[config.mk]
export PLATFORM = sky130hd
export DESIGN_NAME = ifetch_unit
export DESIGN_NICKNAME = d
export VERILOG_FILES = /design/src/rtl/ifetch_pkg.sv /design/src/rtl/ifetch_fifo.sv /design/src/rtl/ifetch_unit.sv
export SDC_FILE = /design/constraint.sdc
export NUM_CORES = 1
export LEC_CHECK = 0
export CORE_AREA = 2 2 200 202
export DETAILED_ROUTE_END_ITERATION = 10
export DIE_AREA = 0 0 202 204
export PLACE_DENSITY = 0.88
export RECOVER_POWER = 50
export REMOVE_ABC_BUFFERS = 1
export SYNTH_ARGS = -nofsm -noshare
export SYNTH_HDL_FRONTEND = slang
export SYNTH_SLANG_ARGS = --single-unit
[constraint.sdc]
create_clock -name clk -period 21.3 [get_ports clk]
set_input_delay 4.26 -clock clk [delete_from_list [all_inputs] [get_ports clk]]
set_output_delay 4.26 -clock clk [all_outputs]
set_load 0.01 [all_outputs]
[src/rtl/ifetch_pkg.sv]
// rtl/ifetch_pkg.sv - shared constants, entry layout and FSM encoding for the fetch unit
package ifetch_pkg;

    localparam logic [3:0]  EXC_IADDR_MISALIGNED = 4'd0;
    localparam logic [3:0]  EXC_IACCESS_FAULT    = 4'd1;
    localparam logic [31:0] NOP_INSTR            = 32'h00000013;

    // {pc, instr, exc_en, exc_code, exc_val}
    localparam int ENTRY_W = 64 + 32 + 1 + 4 + 64;

    typedef enum logic [0:0] {
        ST_FETCH      = 1'b0,
        ST_FAULT_WAIT = 1'b1
    } fetch_state_e;

    typedef struct packed {
        logic [63:0] pc;
        logic [31:0] instr;
        logic        exc_en;
        logic [3:0]  exc_code;
        logic [63:0] exc_val;
    } fetch_entry_t;

    // Value shown on the decode side whenever no entry is available
    function automatic fetch_entry_t idle_entry();
        fetch_entry_t e;
        e.pc       = 64'h0;
        e.instr    = NOP_INSTR;
        e.exc_en   = 1'b0;
        e.exc_code = 4'h0;
        e.exc_val  = 64'h0;
        return e;
    endfunction

endpackage

[src/rtl/ifetch_fifo.sv]
// rtl/ifetch_fifo.sv - fetched-instruction buffer with synchronous flush, push and pop
module ifetch_fifo
    import ifetch_pkg::*;
#(
    parameter int DEPTH = 2
) (
    input  logic                     clk,
    input  logic                     rst,
    input  logic                     flush,
    input  logic                     push,
    input  logic [ENTRY_W-1:0]       push_data,
    input  logic                     pop,
    output logic [ENTRY_W-1:0]       head_data,
    output logic [$clog2(DEPTH):0]   count
);

    localparam int AW = $clog2(DEPTH);
    localparam int CW = AW + 1;

    logic [ENTRY_W-1:0] mem_q [DEPTH];
    logic [ENTRY_W-1:0] mem_d [DEPTH];
    logic [AW-1:0]      rd_q, rd_d;
    logic [AW-1:0]      wr_q, wr_d;
    logic [CW-1:0]      count_q, count_d;
    logic               push_ok;
    logic               pop_ok;

    // Storage, pointers and occupancy; a flush with a push leaves exactly that one entry
    always_comb begin
        mem_d   = mem_q;
        rd_d    = rd_q;
        wr_d    = wr_q;
        count_d = count_q;
        pop_ok  = pop && (count_q != '0);
        push_ok = push && ((count_q < CW'(DEPTH)) || pop_ok);
        if (flush) begin
            rd_d = '0;
            if (push) begin
                mem_d[0] = push_data;
                wr_d     = AW'(1);
                count_d  = CW'(1);
            end else begin
                wr_d    = '0;
                count_d = '0;
            end
        end else begin
            if (push_ok) begin
                mem_d[wr_q] = push_data;
                wr_d        = wr_q + AW'(1);
            end
            if (pop_ok) begin
                rd_d = rd_q + AW'(1);
            end
            case ({push_ok, pop_ok})
                2'b10:   count_d = count_q + CW'(1);
                2'b01:   count_d = count_q - CW'(1);
                default: count_d = count_q;
            endcase
        end
    end

    // Buffer state registers
    always_ff @(posedge clk or posedge rst) begin
        if (rst) begin
            for (int i = 0; i < DEPTH; i++) begin
                mem_q[i] <= '0;
            end
            rd_q    <= '0;
            wr_q    <= '0;
            count_q <= '0;
        end else begin
            mem_q   <= mem_d;
            rd_q    <= rd_d;
            wr_q    <= wr_d;
            count_q <= count_d;
        end
    end

    assign head_data = mem_q[rd_q];
    assign count     = count_q;

endmodule

[src/rtl/ifetch_unit.sv]
// rtl/ifetch_unit.sv - instruction fetch: pc sequencing, fault handling and redirect into a small buffer
module ifetch_unit
    import ifetch_pkg::*;
#(
    parameter logic [63:0] RESET_PC   = 64'h0,
    parameter int          FIFO_DEPTH = 2
) (
    input  logic        clk,
    input  logic        rst,
    output logic [63:0] pc_addr,
    input  logic [31:0] instruction,
    input  logic        imem_exc_en,
    input  logic [3:0]  imem_exc_code,
    input  logic [63:0] imem_exc_val,
    input  logic        redirect_en,
    input  logic [63:0] redirect_pc,
    output logic        if_valid,
    input  logic        if_ready,
    output logic [31:0] if_instr,
    output logic [63:0] if_pc,
    output logic        if_exc_en,
    output logic [3:0]  if_exc_code,
    output logic [63:0] if_exc_val
);

    localparam int CW = $clog2(FIFO_DEPTH) + 1;
    localparam logic [CW-1:0] DEPTH_C = CW'(FIFO_DEPTH);

    fetch_state_e   state_q, state_d;
    logic [63:0]    pc_q, pc_d;
    logic [CW-1:0]  fifo_count;
    logic [ENTRY_W-1:0] fifo_head;
    fetch_entry_t   head_entry;
    fetch_entry_t   push_entry;
    logic           fifo_push;
    logic           fifo_pop;
    logic           fifo_flush;
    logic           pop_req;
    logic           room;
    logic           fetch_push;
    logic           misaligned;

    assign pc_addr    = pc_q;
    assign if_valid   = (fifo_count != '0);
    assign pop_req    = if_valid && if_ready;
    assign misaligned = (redirect_pc[1:0] != 2'b00);
    assign room       = (fifo_count < DEPTH_C) || ((fifo_count == DEPTH_C) && pop_req);
    assign fetch_push = (state_q == ST_FETCH) && room;

    // FSM state and fetch pc registers
    always_ff @(posedge clk or posedge rst) begin
        if (rst) begin
            state_q <= ST_FETCH;
            pc_q    <= RESET_PC;
        end else begin
            state_q <= state_d;
            pc_q    <= pc_d;
        end
    end

    // Next state: redirect wins; a faulting fetch parks the unit until the next redirect
    always_comb begin
        state_d = state_q;
        if (redirect_en) begin
            state_d = misaligned ? ST_FAULT_WAIT : ST_FETCH;
        end else if (fetch_push && imem_exc_en) begin
            state_d = ST_FAULT_WAIT;
        end
    end

    // Datapath controls: what enters the buffer and where pc goes next
    always_comb begin
        fifo_flush = redirect_en;
        fifo_pop   = pop_req && !redirect_en;
        fifo_push  = 1'b0;
        pc_d       = pc_q;
        push_entry.pc       = pc_q;
        push_entry.instr    = imem_exc_en ? NOP_INSTR : instruction;
        push_entry.exc_en   = imem_exc_en;
        push_entry.exc_code = imem_exc_en ? imem_exc_code : 4'h0;
        push_entry.exc_val  = imem_exc_en ? imem_exc_val : 64'h0;
        if (redirect_en) begin
            pc_d = redirect_pc;
            if (misaligned) begin
                fifo_push           = 1'b1;
                push_entry.pc       = redirect_pc;
                push_entry.instr    = NOP_INSTR;
                push_entry.exc_en   = 1'b1;
                push_entry.exc_code = EXC_IADDR_MISALIGNED;
                push_entry.exc_val  = redirect_pc;
            end
        end else if (fetch_push) begin
            fifo_push = 1'b1;
            if (!imem_exc_en) begin
                pc_d = pc_q + 64'd4;
            end
        end
    end

    ifetch_fifo #(
        .DEPTH (FIFO_DEPTH)
    ) u_fifo (
        .clk       (clk),
        .rst       (rst),
        .flush     (fifo_flush),
        .push      (fifo_push),
        .push_data (push_entry),
        .pop       (fifo_pop),
        .head_data (fifo_head),
        .count     (fifo_count)
    );

    // Decode-facing view of the head entry, idle pattern when empty
    always_comb begin
        head_entry  = if_valid ? fetch_entry_t'(fifo_head) : idle_entry();
        if_pc       = head_entry.pc;
        if_instr    = head_entry.instr;
        if_exc_en   = head_entry.exc_en;
        if_exc_code = head_entry.exc_code;
        if_exc_val  = head_entry.exc_val;
    end

endmodule

==> metrics.md, run 1 <==
| Metric | Value |
|---|---|
| Outcome | finished, violations left |
| Failing checks | capacitance limit, slew limit |
| First-pass GRT wire length | 94.03 mm |
| Clock tree buffer depth | 3 |
| Unrepaired setup endpoints after global routing | no |
| Setup Skew | around 0.024 ns |
| Clock Power Share | around a third |
| Buffers and inverters on the worst path | 5 |
| Fin crit share | around two thirds |
| Synth unique cells | 56 |
| GR met2 Demand/Resource | between 40% and 50% |
| Met3 Use GR | under 10% |
| CTS buffer count | 44 |
| All-layer global routing usage | approximately 29% |
| Sequential share of power | around 43% |
| Hold_sp | u_fifo.mem_q[134]$_DFFE_PP0P_ |
| Nets@finish | 2594 |
| Diodes inserted | 0 |
| Tot Pwr | roughly 2.4 mW |
| Final HPWL DP | 39.15 mm |
| Worst EP required | 21.77 ns |
| Max-cap violation count | 8 |
| Critical Path, Cell by Cell | clkbuf_1 > inv_1 > nor2_4 > clkbuf_1 > or2_0 > buf_4 > buf_4 > nor2_1 > a21oi_1 |
| GR Util met1 | a little under two fifths |
| CTS Sinks | between 300 and 400 |
| CP startpoint kind | input pin |
| Largest net degree at the start of global routing | roughly 180 |
| Area contributors post-synth | dfrtp_1, mux2i_1, nor2_1 |
| Reg clk slew, reported paths | about 0.06 ns |
| Ys async rst share | 100.0% |
| Post-cts resize count | 0 |
| PD cells | roughly 95 nW/µm² |
| Input/output buffers | slightly below 400 |
| # hold bufs at CTS | 0 |
| Synth cell count leaders | dfrtp_1, nor2_1, nand2_1, o21ai_0, mux2i_1 |
| Hold Path Stages | 2 |
| Leakage | roughly 10 nW |
| Fillers | 3038 |
| Vias in the first global route | roughly 17000 |
| VDD IR max | ~0.000086 V |
| Number of synthesized flops with an enable pin | 0 |
| Grt ovf | 0 |
| Ys Warns | 0 |
| Vias | between 15000 and 20000 |
| Avg Cell Area, Syn | just over 9 µm² |
| Yosys top cell area share | approximately half |
| Initial DRC count | roughly 1600 |
| CP max-delay cell | clkbuf_1 |
| Critical path arrival | about 15 ns |
| Crit path from | redirect_en |
| Final Hold Viols | 0 |
| Crit path kind | input pin to flop |
| Postcts setup bufs | 0 |
| Min-delay worst type | flop to flop |
| Leading area contributor after synthesis | dfrtp_1 |
| P&R area growth vs syn | 29.17% |
| Post-route antenna net violation count | 0 |
| Hold Path Sink | u_fifo.mem_q[134]$_DFFE_PP0P_ |
| FF-to-FF setup slack | roughly 16 ns |
| NetSw | 734.9 µW |
| Min cycle time layout | ~14 ns |
| Final WL | 59.77 mm |
| Internal power | between 1.5 and 2 mW |
| Placer Congestion | around 0.86 |
| Std-Cell Rows | 73 |
| Initial antenna violation count | 1 |
| R2R depth | 6 |
| CP max stage delay | between 3 and 4 ns |
| IO Pins | roughly 400 |
| Tightest Pin Transition | roughly 6.5 ns |
| Setup TNS | 0 ns |
| Clock Tree Root | clkbuf_16 |
| Seq/Total Area, Yosys | about 52% |
| Placed cell count | 2903 |
| Die height | approximately 200 µm |
| Crit end category | flop |
| CP max FO | a little under 80 |
| Layout Cells excl Fill | about 3000 |
| Area of the mapped netlist | ~19000 µm² |
| CTS tree | yes |
| Comb pwr share | roughly 25% |
| Hold WS | roughly 0.48 ns |
| Core ar. | 39180 µm² |
| Max Clk Rate | between 70 and 80 MHz |
| Synth Instances | approximately 2100 |
| Reg-to-reg endpoint | u_fifo.mem_q[15]$_DFFE_PP0P_ |
| Max H-tree Level | 2 |
| GR peak layer | met2 |
| Clock latency on the worst-skew pair | 0.57 ns |
| Synth Register Bits | around 400 |
| Placed Area | between 20000 and 25000 µm² |
| Most common cell in the netlist | dfrtp_1 |
| Die W | approximately 200 µm |
| Slew margin rel. | -330.5% |
| Die area | approximately 40000 µm² |
| Via/cell ratio | 5.857 |
| WL/cell | between 20 and 25 µm |
| CP delay by family, top | buffers and inverters |
| Residual DRC | 0 |
| Drt pass-1 iters | 5 |
| Pins Over Slew Limit | a little under 600 |
| Final setup viols | 0 |
| Fin area | around 25000 µm² |
| Initial core utilization | just under 50% |
| Sw Ratio | a little under a third |
| Top FF cell, synth | dfrtp_1 |
| Worst reg2reg startpoint | u_fifo.count[0]$_DFFE_PP0P_ |
| Share of cells above drive strength 1 | 4.031% |
kinds of logic (layout without fill, tap and decap cells):
logic type | count (synthesis) | after routing | synth area share (%)
xor gates and xnor gates | 30 | 30 | 1.357
and+or+nand+nor | 776 | 776 | 16.88
adders and majority gates | 1 | 1 | 0.06460
buffers and inverters | 178 | 511 | 3.508
muxes | 227 | 227 | 11.74
AOI/OAI and AO/OA | 512 | 512 | 14.89
DFF | 399 | 399 | 51.56
power by group through the flow:
stage	clock network (mW)	registers, mW	logic [mW]
global placement	0	1.02	0.582
CTS	0.780	1.02	0.607
floorplan	0	1.02	0.345
detailed placement	0	1.03	0.602
finish	0.767	1.02	0.603
global route	0.809	1.04	0.663
state kept, by name (all words and copies together) (netlist names):
name,count
u_fifo.mem_q,330
pc_addr,64
u_fifo.count,2
state_q,1
u_fifo.rd_q,1
u_fifo.wr_q,1
cells in the final DEF, fill, tap and decap left out, drive strengths merged, types with 15 or more instances in the layout:
cell           synthesis  final
a21oi                146    146
inv                   16     16
nor4                  19     19
clkbuf               137     68
mux2i                226    226
nor2                 337    337
o21ai                243    243
nand4                 22     22
nand3                 32     32
a22oi                 65     65
dlygate4sd3            0     66
nand2                301    301
clkdlybuf4s50          0    331
or4                   15     15
a31oi                 19     19
xnor2                 19     19
dfrtp                399    399
layout make-up:
type / count / area, µm² / share of cell area [%]
timing repair buffer: 416 / 4119 / 16.47
sequential: 399 / 9988 / 39.93
clock buffer: 62 / 1280 / 5.117
inverter: 17 / 65.06 / 0.2601
tap: 525 / 656.9 / 2.626
multi-input combinational: 1546 / 8735 / 34.92
clock inverter: 16 / 170.2 / 0.6803
worst max path at each step:
stage | cells past startpoint | slack, ns | end
3_3_place_gp | 9 | 12.83 | u_fifo.mem_q[317]$_DFFE_PP0P_
5_1_grt | 9 | 6.52 | u_fifo.mem_q[286]$_DFFE_PP0P_
4_1_cts | 9 | 13.29 | u_fifo.mem_q[210]$_DFFE_PP0P_
3_5_place_dp | 9 | 12.71 | u_fifo.mem_q[296]$_DFFE_PP0P_
2_1_floorplan | 5 | 4.78 | u_fifo.mem_q[42]$_DFFE_PP0P_
6_report | 9 | 7.22 | u_fifo.mem_q[210]$_DFFE_PP0P_
worst reg2reg max path, delay by kind of cell (launching register included):
kind                   cells  cell delay [ns]
AO/OA/AOI/OAI              2             0.45
AND/OR/NAND/NOR            3             2.93
buffers and inverters      1             1.32
flip-flops                 1             0.44
metrics by stage:
step	util (%)	setup slack (ns)
after floorplan	-	4.780
after global placement	60.25	12.83
after detailed placement	60.25	12.71
after CTS	63.95	13.29
after global routing	63.84	6.522
final	63.84	7.220
metal layers:
layer  wire [µm]  part of all wire (%)
met1       24310                    41
met2       29050                    49
met4        1532                   2.6
met3        4877                   8.2
met5           6                 0.010
Note: power is estimated with default switching activity, not from simulation.
==> inputs of run 2 (changes only) <==
Settings changed: CORE_AREA 2 2 200 202 to 2 2 206 208, DIE_AREA 0 0 202 204 to 0 0 208 210, PLACE_DENSITY 0.88 to 0.87.
Clock period 21.3 ns to 12.08 ns, I/O delays scaled along.
==> metrics.md, run 2 (same netlist as run 1, synthesis figures left out) <==
| Metric | Value |
|---|---|
| Outcome | finished, violations left (unchanged) |
| Failing checks | capacitance limit, slew limit (unchanged) |
| Top reg by flops | u_fifo.mem_q (unchanged) |
| Clock latency on the worst-skew pair | 0.57 ns (about the same) |
| Drt pass-1 iters | 7 (was 5) |
| CTS tree | yes (unchanged) |
| Initial core utilization | 46.69% (was 49.42%) |
| Min cycle time layout | 8.505 ns |
| Tot Pwr | 4.357 mW (was 2.389 mW) |
| Vias in the first global route | 17290 (was 17250) |
| Post-cts resize count | 0 (unchanged) |
| Multi-input gate area | 8750 µm² (was 8735 µm²) |
| Share of cells above drive strength 1 | 4.630% (was 4.031%) |
| CTS Sinks | 399 (unchanged) |
| Critical Path, Cell by Cell | clkbuf_1 > inv_1 > nor2_4 > buf_4 > buf_4 > mux2i_1 > o21ai_0 (was clkbuf_1 > inv_1 > nor2_4 > clkbuf_1 > or2_0 > buf_4 > buf_4 > nor2_1 > a21oi_1) |
| Die W | 208 µm (was 202 µm) |
| Largest net degree at the start of global routing | 133 (was 175) |
| Worst EP required | 12.48 ns (was 21.77 ns) |
| Placer Congestion | 0.8366 (was 0.8553) |
| Input/output buffers | 398 (unchanged) |
| Tightest Pin Transition | 5.160 ns (was 6.457 ns) |
| VDD IR max | 0.0001361 V (was 0.00008603 V) |
| Fillers | 3290 (was 3038) |
| CP startpoint kind | input pin (unchanged) |
| Max H-tree Level | 2 (unchanged) |
| Vias | 17530 (was 17460) |
| Crit path kind | input pin to flop (unchanged) |
| Register area | 9988 µm² (unchanged) |
| Fin crit share | a little over two thirds |
| Setup Skew | 0.02377 ns (was 0.02394 ns) |
| First-pass GRT wire length | 94.99 mm (was 94.03 mm) |
| Max Clk Rate | 117.6 MHz |
| Postcts setup bufs | 0 (unchanged) |
| Fin area | 25230 µm² (was 25010 µm²) |
| Reg clk slew, reported paths | 0.06 ns (about the same) |
| CP max FO | 73 (was 79) |
| P&R area growth vs syn | 30.29% (was 29.17%) |
| Via/cell ratio | 5.836 (was 5.857) |
| # hold bufs at CTS | 0 (unchanged) |
| Crit end category | flop (unchanged) |
| Leakage | 10.42 nW (was 10.32 nW) |
| CP dominant cell by count | buf_4 |
| Clock tree buffer depth | 3 (unchanged) |
| Critical path arrival | 8.90 ns (was 14.55 ns) |
| Final HPWL DP | 40.18 mm (was 39.15 mm) |
| IO Pins | 399 (unchanged) |
| Die height | 210 µm (was 204 µm) |
| WL/cell | 20.32 µm (was 20.05 µm) |
| Final WL | 61.01 mm (was 59.77 mm) |
| Pins Over Slew Limit | 431 (was 590) |
| PD cells | 172.7 nW/µm² (was 95.49 nW/µm²) |
| All-layer global routing usage | 27.16% (was 28.59%) |
| Die area | 43680 µm² (was 41210 µm²) |
| Clock Tree Root | clkbuf_16 (unchanged) |
| Placed Area | 23620 µm² (was 23610 µm²) |
| Most frequent cells in the layout | dfrtp_1, nor2_1, clkdlybuf4s50_1 (unchanged) |
| Core ar. | 41480 µm² (was 39180 µm²) |
| Initial DRC count | 1599 (was 1581) |
| Final setup viols | 0 (unchanged) |
| Unrepaired setup endpoints after global routing | no (unchanged) |
| Std-Cell Rows | 75 (was 73) |
| CP max stage delay | 1.63 ns (was 3.46 ns) |
| CP max-delay cell | clkbuf_1 (unchanged) |
| Slew margin rel. | -245.9% (was -330.5%) |
| Min-delay worst type | flop to flop (unchanged) |
| Max-cap violation count | 6 (was 8) |
| Post-route antenna net violation count | 0 (unchanged) |
| Final Hold Viols | 0 (unchanged) |
| Initial antenna violation count | 4 (was 1) |
| Hold WS | 0.4775 ns (was 0.4793 ns) |
| Nets@finish | 2599 (was 2594) |
| CTS buffer count | 46 (was 44) |
| Most common cell after layout, fill and taps aside | dfrtp_1 (unchanged) |
| Fin util | 60.83% (was 63.84%) |
| Grt ovf | 0 (unchanged) |
| Residual DRC | 0 (unchanged) |
| Number of flip-flops in the largest register | 330 (unchanged) |
==> run 2: changes by cell type in the layout (fill, tap and decap cells not counted), sizes merged <==
cell / delta
buf: +3
bufinv: +5
clkbuf: -6
diode: +2
clkinvlp: +1
inv: +3
==> run 2: path summary, 6_finish.rpt <==
| check | end | cells past startpoint | slack (ns) | startpoint |
|---|---|---|---|---|
| min reg2reg | u_fifo.mem_q[101]$_DFFE_PP0P_ | 2 | 0.48 | u_fifo.mem_q[101]$_DFFE_PP0P_ |
| max reg2reg | u_fifo.mem_q[190]$_DFFE_PP0P_ | 6 | 8.12 | u_fifo.count[0]$_DFFE_PP0P_ |
| max in group asynchronous | u_fifo.mem_q[52]$_DFFE_PP0P_ | 3 | 4.34 | rst |
| min | u_fifo.mem_q[101]$_DFFE_PP0P_ | 2 | 0.48 | u_fifo.mem_q[101]$_DFFE_PP0P_ |
| max | u_fifo.mem_q[111]$_DFFE_PP0P_ | 7 | 3.58 | redirect_en |
| min in group asynchronous | u_fifo.mem_q[40]$_DFFE_PP0P_ | 2 | 3.89 | rst |
==> run 2: layout make-up <==
type,instances,area share (%)
clock inverter,25,1.389
sequential,399,39.59
tap,539,2.673
multi-input combinational,1546,34.68
clock buffer,56,5.073
inverter,17,0.2579
antenna,2,0.01984
timing repair buffer,419,16.32
==> run 2: report_power, final <==
part	total (mW)	switching, mW	leakage [nW]	internal [mW]
logic	1.06	0.555	4.74	0.501
registers	1.81	0.198	4.88	1.61
clock network	1.50	0.571	0.798	0.925
total	4.36	1.32	10.4	3.03
==> run 2: metal layers <==
layer / wire (µm) / up-vias / GRT usage [%]
li1: - / 7981 / -
met1: 25040 / 8648 / 35.54
met2: 29540 / 778 / 44.78
met3: 4878 / 116 / 6.108
met4: 1535 / 2 / 9.342
met5: 13 / - / 0
==> run 2: metrics by stage <==
step                      setup TNS (ns)  setup slack [ns]  instances
after floorplan                  -990.97            -2.596       1962
after global placement                 0             5.697       2920
after detailed placement               0             5.618       2920
after CTS                              0             5.746       3001
after global routing                   0             3.136       3002
final                                  0             3.575       3003
==> run 2: critical path: cells and delay by family <==
kind	cells	cell delay (ns)
buffers and inverters	4	4.95
AO/OA/AOI/OAI	1	0.15
AND/OR/NAND/NOR	1	0.95
multiplexers	1	0.30
==> inputs of run 3 (changes only) <==
Settings changed: CORE_AREA 2 2 206 208 to 2 2 200 202, DIE_AREA 0 0 208 210 to 0 0 202 204, PLACE_DENSITY 0.87 to 0.88.
Clock period 12.08 ns to 8.7 ns, I/O delays scaled along.
==> metrics.md, run 3 (same netlist as run 1, synthesis figures left out) <==
| Metric | Value |
|---|---|
| CTS tree | yes (unchanged) |
| Critical path arrival | 6.26 ns (was 8.90 ns) |
| Worst reg2reg startpoint | u_fifo.count[0]$_DFFE_PP0P_ (unchanged) |
| Sw Ratio | 30.69% (was 30.37%) |
| Critical Path, Cell by Cell | clkbuf_1 > a2111oi_0 > nor2_4 > clkbuf_1 > o21ai_0 (was clkbuf_1 > inv_1 > nor2_4 > buf_4 > buf_4 > mux2i_1 > o21ai_0) |
| Post-route antenna net violation count | 0 (unchanged) |
| Clock tree buffer depth | 3 (unchanged) |
| Die height | 204 µm (was 210 µm) |
| Pins Over Slew Limit | 429 (was 431) |
| Slew margin rel. | -118.4% (was -245.9%) |
| Min cycle time layout | approximately 6.0 ns |
| Die area | 41210 µm² (was 43680 µm²) |
| Initial core utilization | 49.42% (was 46.69%) |
| GR Util met1 | 38.78% (was 35.54%) |
| Tightest Pin Transition | 3.276 ns (was 5.160 ns) |
| Diodes inserted | 0 (was 2) |
| VDD IR max | 0.0001297 V (was 0.0001361 V) |
| Internal power | 4.070 mW (was 3.034 mW) |
| Leakage | 10.35 nW (was 10.42 nW) |
| CP max FO | 66 (was 73) |
| Worst EP required | 9.00 ns (was 12.48 ns) |
| CP startpoint kind | input pin (unchanged) |
| Post-cts resize count | 0 (unchanged) |
| CTS buffer count | 42 (was 46) |
| CTS Sinks | 399 (unchanged) |
| Crit end category | flop (unchanged) |
| Tot Pwr | 5.872 mW (was 4.357 mW) |
| GR peak layer | met2 (unchanged) |
| Die W | 202 µm (was 208 µm) |
| Fin crit share | 68.52% |
| Initial DRC count | 1419 (was 1599) |
| Top reg by flops | u_fifo.mem_q (unchanged) |
| Clock Power Share | 32.4% (was 34.3%) |
| P&R area growth vs syn | 29.37% (was 30.29%) |
| Initial antenna violation count | 0 (was 4) |
| Worst setup path endpoint | u_fifo.mem_q[255]$_DFFE_PP0P_ (was u_fifo.mem_q[111]$_DFFE_PP0P_) |
| Clock Tree Root | clkbuf_16 (unchanged) |
| Comb pwr share | 25.0% (was 24.2%) |
| CP max stage delay | 1.88 ns (was 1.63 ns) |
| All-layer global routing usage | 29.09% (was 27.16%) |
| Reg clk slew, reported paths | 0.06 ns (about the same) |
| Vias | 17500 (was 17530) |
| Largest net degree at the start of global routing | 144 (was 133) |
| PnR worst setup slack | 2.739 ns (was 3.575 ns) |
| CP delay by family, top | buffers and inverters (unchanged) |
| GR met2 Demand/Resource | 47.39% (was 44.78%) |
| Crit path kind | input pin to flop (unchanged) |
| Number of flip-flops in the largest register | 330 (unchanged) |
| Fin util | 63.93% (was 60.83%) |
| Fin area | 25050 µm² (was 25230 µm²) |
| Setup Skew | 0.02441 ns (was 0.02377 ns) |
| Final setup viols | 0 (unchanged) |
| WP depth | 5 (was 7) |
| Fillers | 3039 (was 3290) |
| Met3 Use GR | 6.234% (was 6.108%) |
| Setup TNS | 0 ns (unchanged) |
| Placed cell count | 2904 (was 2920) |
| NetSw | 1.802 mW (was 1.323 mW) |
| Std-Cell Rows | 73 (was 75) |
| Most frequent cells in the layout | dfrtp_1, nor2_1, clkdlybuf4s50_1 (unchanged) |
| Pre-CTS setup slack | 3.204 ns (was 5.618 ns) |
| Grt ovf | 0 (unchanged) |
| Nets@finish | 2593 (was 2599) |
| Final WL | 60.30 mm (was 61.01 mm) |
| Most common cell after layout, fill and taps aside | dfrtp_1 (unchanged) |
| FF-to-FF setup slack | 4.73 ns (was 8.12 ns) |
| First-pass GRT wire length | 95.44 mm (was 94.99 mm) |
| Reg-to-reg endpoint | u_fifo.mem_q[184]$_DFFE_PP0P_ (was u_fifo.mem_q[190]$_DFFE_PP0P_) |
| Max-cap violation count | 5 (was 6) |
| Clock latency on the worst-skew pair | 0.58 ns (was 0.57 ns) |
| Failing checks | capacitance limit, slew limit (unchanged) |
| Buffers and inverters on the worst path | 2 (was 4) |
| Via/cell ratio | 5.876 (was 5.836) |
| # hold bufs at CTS | 0 (unchanged) |
| Share of cells above drive strength 1 | 4.360% (was 4.630%) |
| Core ar. | 39180 µm² (was 41480 µm²) |
| Sequential share of power | 42.6% (was 41.5%) |
| Postcts setup bufs | 0 (unchanged) |
| Final Hold Viols | 0 (unchanged) |
| Final HPWL DP | 39.49 mm (was 40.18 mm) |
| IO Pins | 399 (unchanged) |
| R2R depth | 7 (was 6) |
| Max H-tree Level | 2 (unchanged) |
| Outcome | finished, violations left (unchanged) |
| Crit path from | redirect_en (unchanged) |
| PD cells | 234.4 nW/µm² (was 172.7 nW/µm²) |
| Input/output buffers | 398 (unchanged) |
| Placer Congestion | 0.8556 (was 0.8366) |
| WL/cell | 20.24 µm (was 20.32 µm) |
| Min-delay worst type | flop to flop (unchanged) |
| Max Clk Rate | about 170 MHz |
| Layout Cells excl Fill | 2979 (was 3003) |
| CP dominant cell by count | clkbuf_1 (was buf_4) |
| Vias in the first global route | 17440 (was 17290) |
| CP max-delay cell | clkbuf_1 (unchanged) |
| Hold WS | 0.4787 ns (was 0.4775 ns) |
| Drt pass-1 iters | 7 (unchanged) |
| Unrepaired setup endpoints after global routing | no (unchanged) |
| Placed Area | 23630 µm² (was 23620 µm²) |
| Residual DRC | 0 (unchanged) |
run 3: power groups by stage:
stage,combinational [mW],clock (mW),sequential [mW]
final,1.47,1.90,2.50
after global routing,1.62,2.01,2.54
after CTS,1.49,1.93,2.49
after detailed placement,1.47,0,2.52
after global placement,1.42,0,2.49
after floorplan,0.845,0,2.49
run 3: layer usage:
layer	wire (µm)	share of wire [%]
met1	24610	41
met2	28990	48
met3	4990	8.3
met4	1712	2.8
met5	0	0
run 3: worst min path at each step:
| stage | depth (start not counted) | slack (ns) | start | endpoint |
|---|---|---|---|---|
| after global placement | 2 | 0.46 | u_fifo.mem_q[46]$_DFFE_PP0P_ | u_fifo.mem_q[46]$_DFFE_PP0P_ |
| final | 2 | 0.48 | u_fifo.mem_q[123]$_DFFE_PP0P_ | u_fifo.mem_q[123]$_DFFE_PP0P_ |
| after floorplan | 2 | 0.45 | u_fifo.mem_q[229]$_DFFE_PP0P_ | u_fifo.mem_q[229]$_DFFE_PP0P_ |
| after global routing | 2 | 0.50 | u_fifo.mem_q[160]$_DFFE_PP0P_ | u_fifo.mem_q[160]$_DFFE_PP0P_ |
| after detailed placement | 2 | 0.47 | u_fifo.mem_q[148]$_DFFE_PP0P_ | u_fifo.mem_q[148]$_DFFE_PP0P_ |
| after CTS | 2 | 0.48 | u_fifo.mem_q[76]$_DFFE_PP0P_ | u_fifo.mem_q[76]$_DFFE_PP0P_ |
run 3: layout make-up:
class	count	area, µm²	area share [%]
inverters	17	71.32	0.2847
repair buffers	417	4120	16.45
well taps	525	656.9	2.622
multi-input cells	1546	8748	34.92
flip-flops and latches	399	9988	39.87
clock buffers	59	1279	5.104
clock inverters	16	187.7	0.7492
run 3: worst register-to-register path: stages (launching register included):
cell	delay (ns)
dfrtp_1	0.44
nand2b_1	0.23
a2111oi_0	1.22
or2_4	0.28
buf_4	0.64
buf_4	0.74
nor2_1	0.18
a21oi_1	0.16
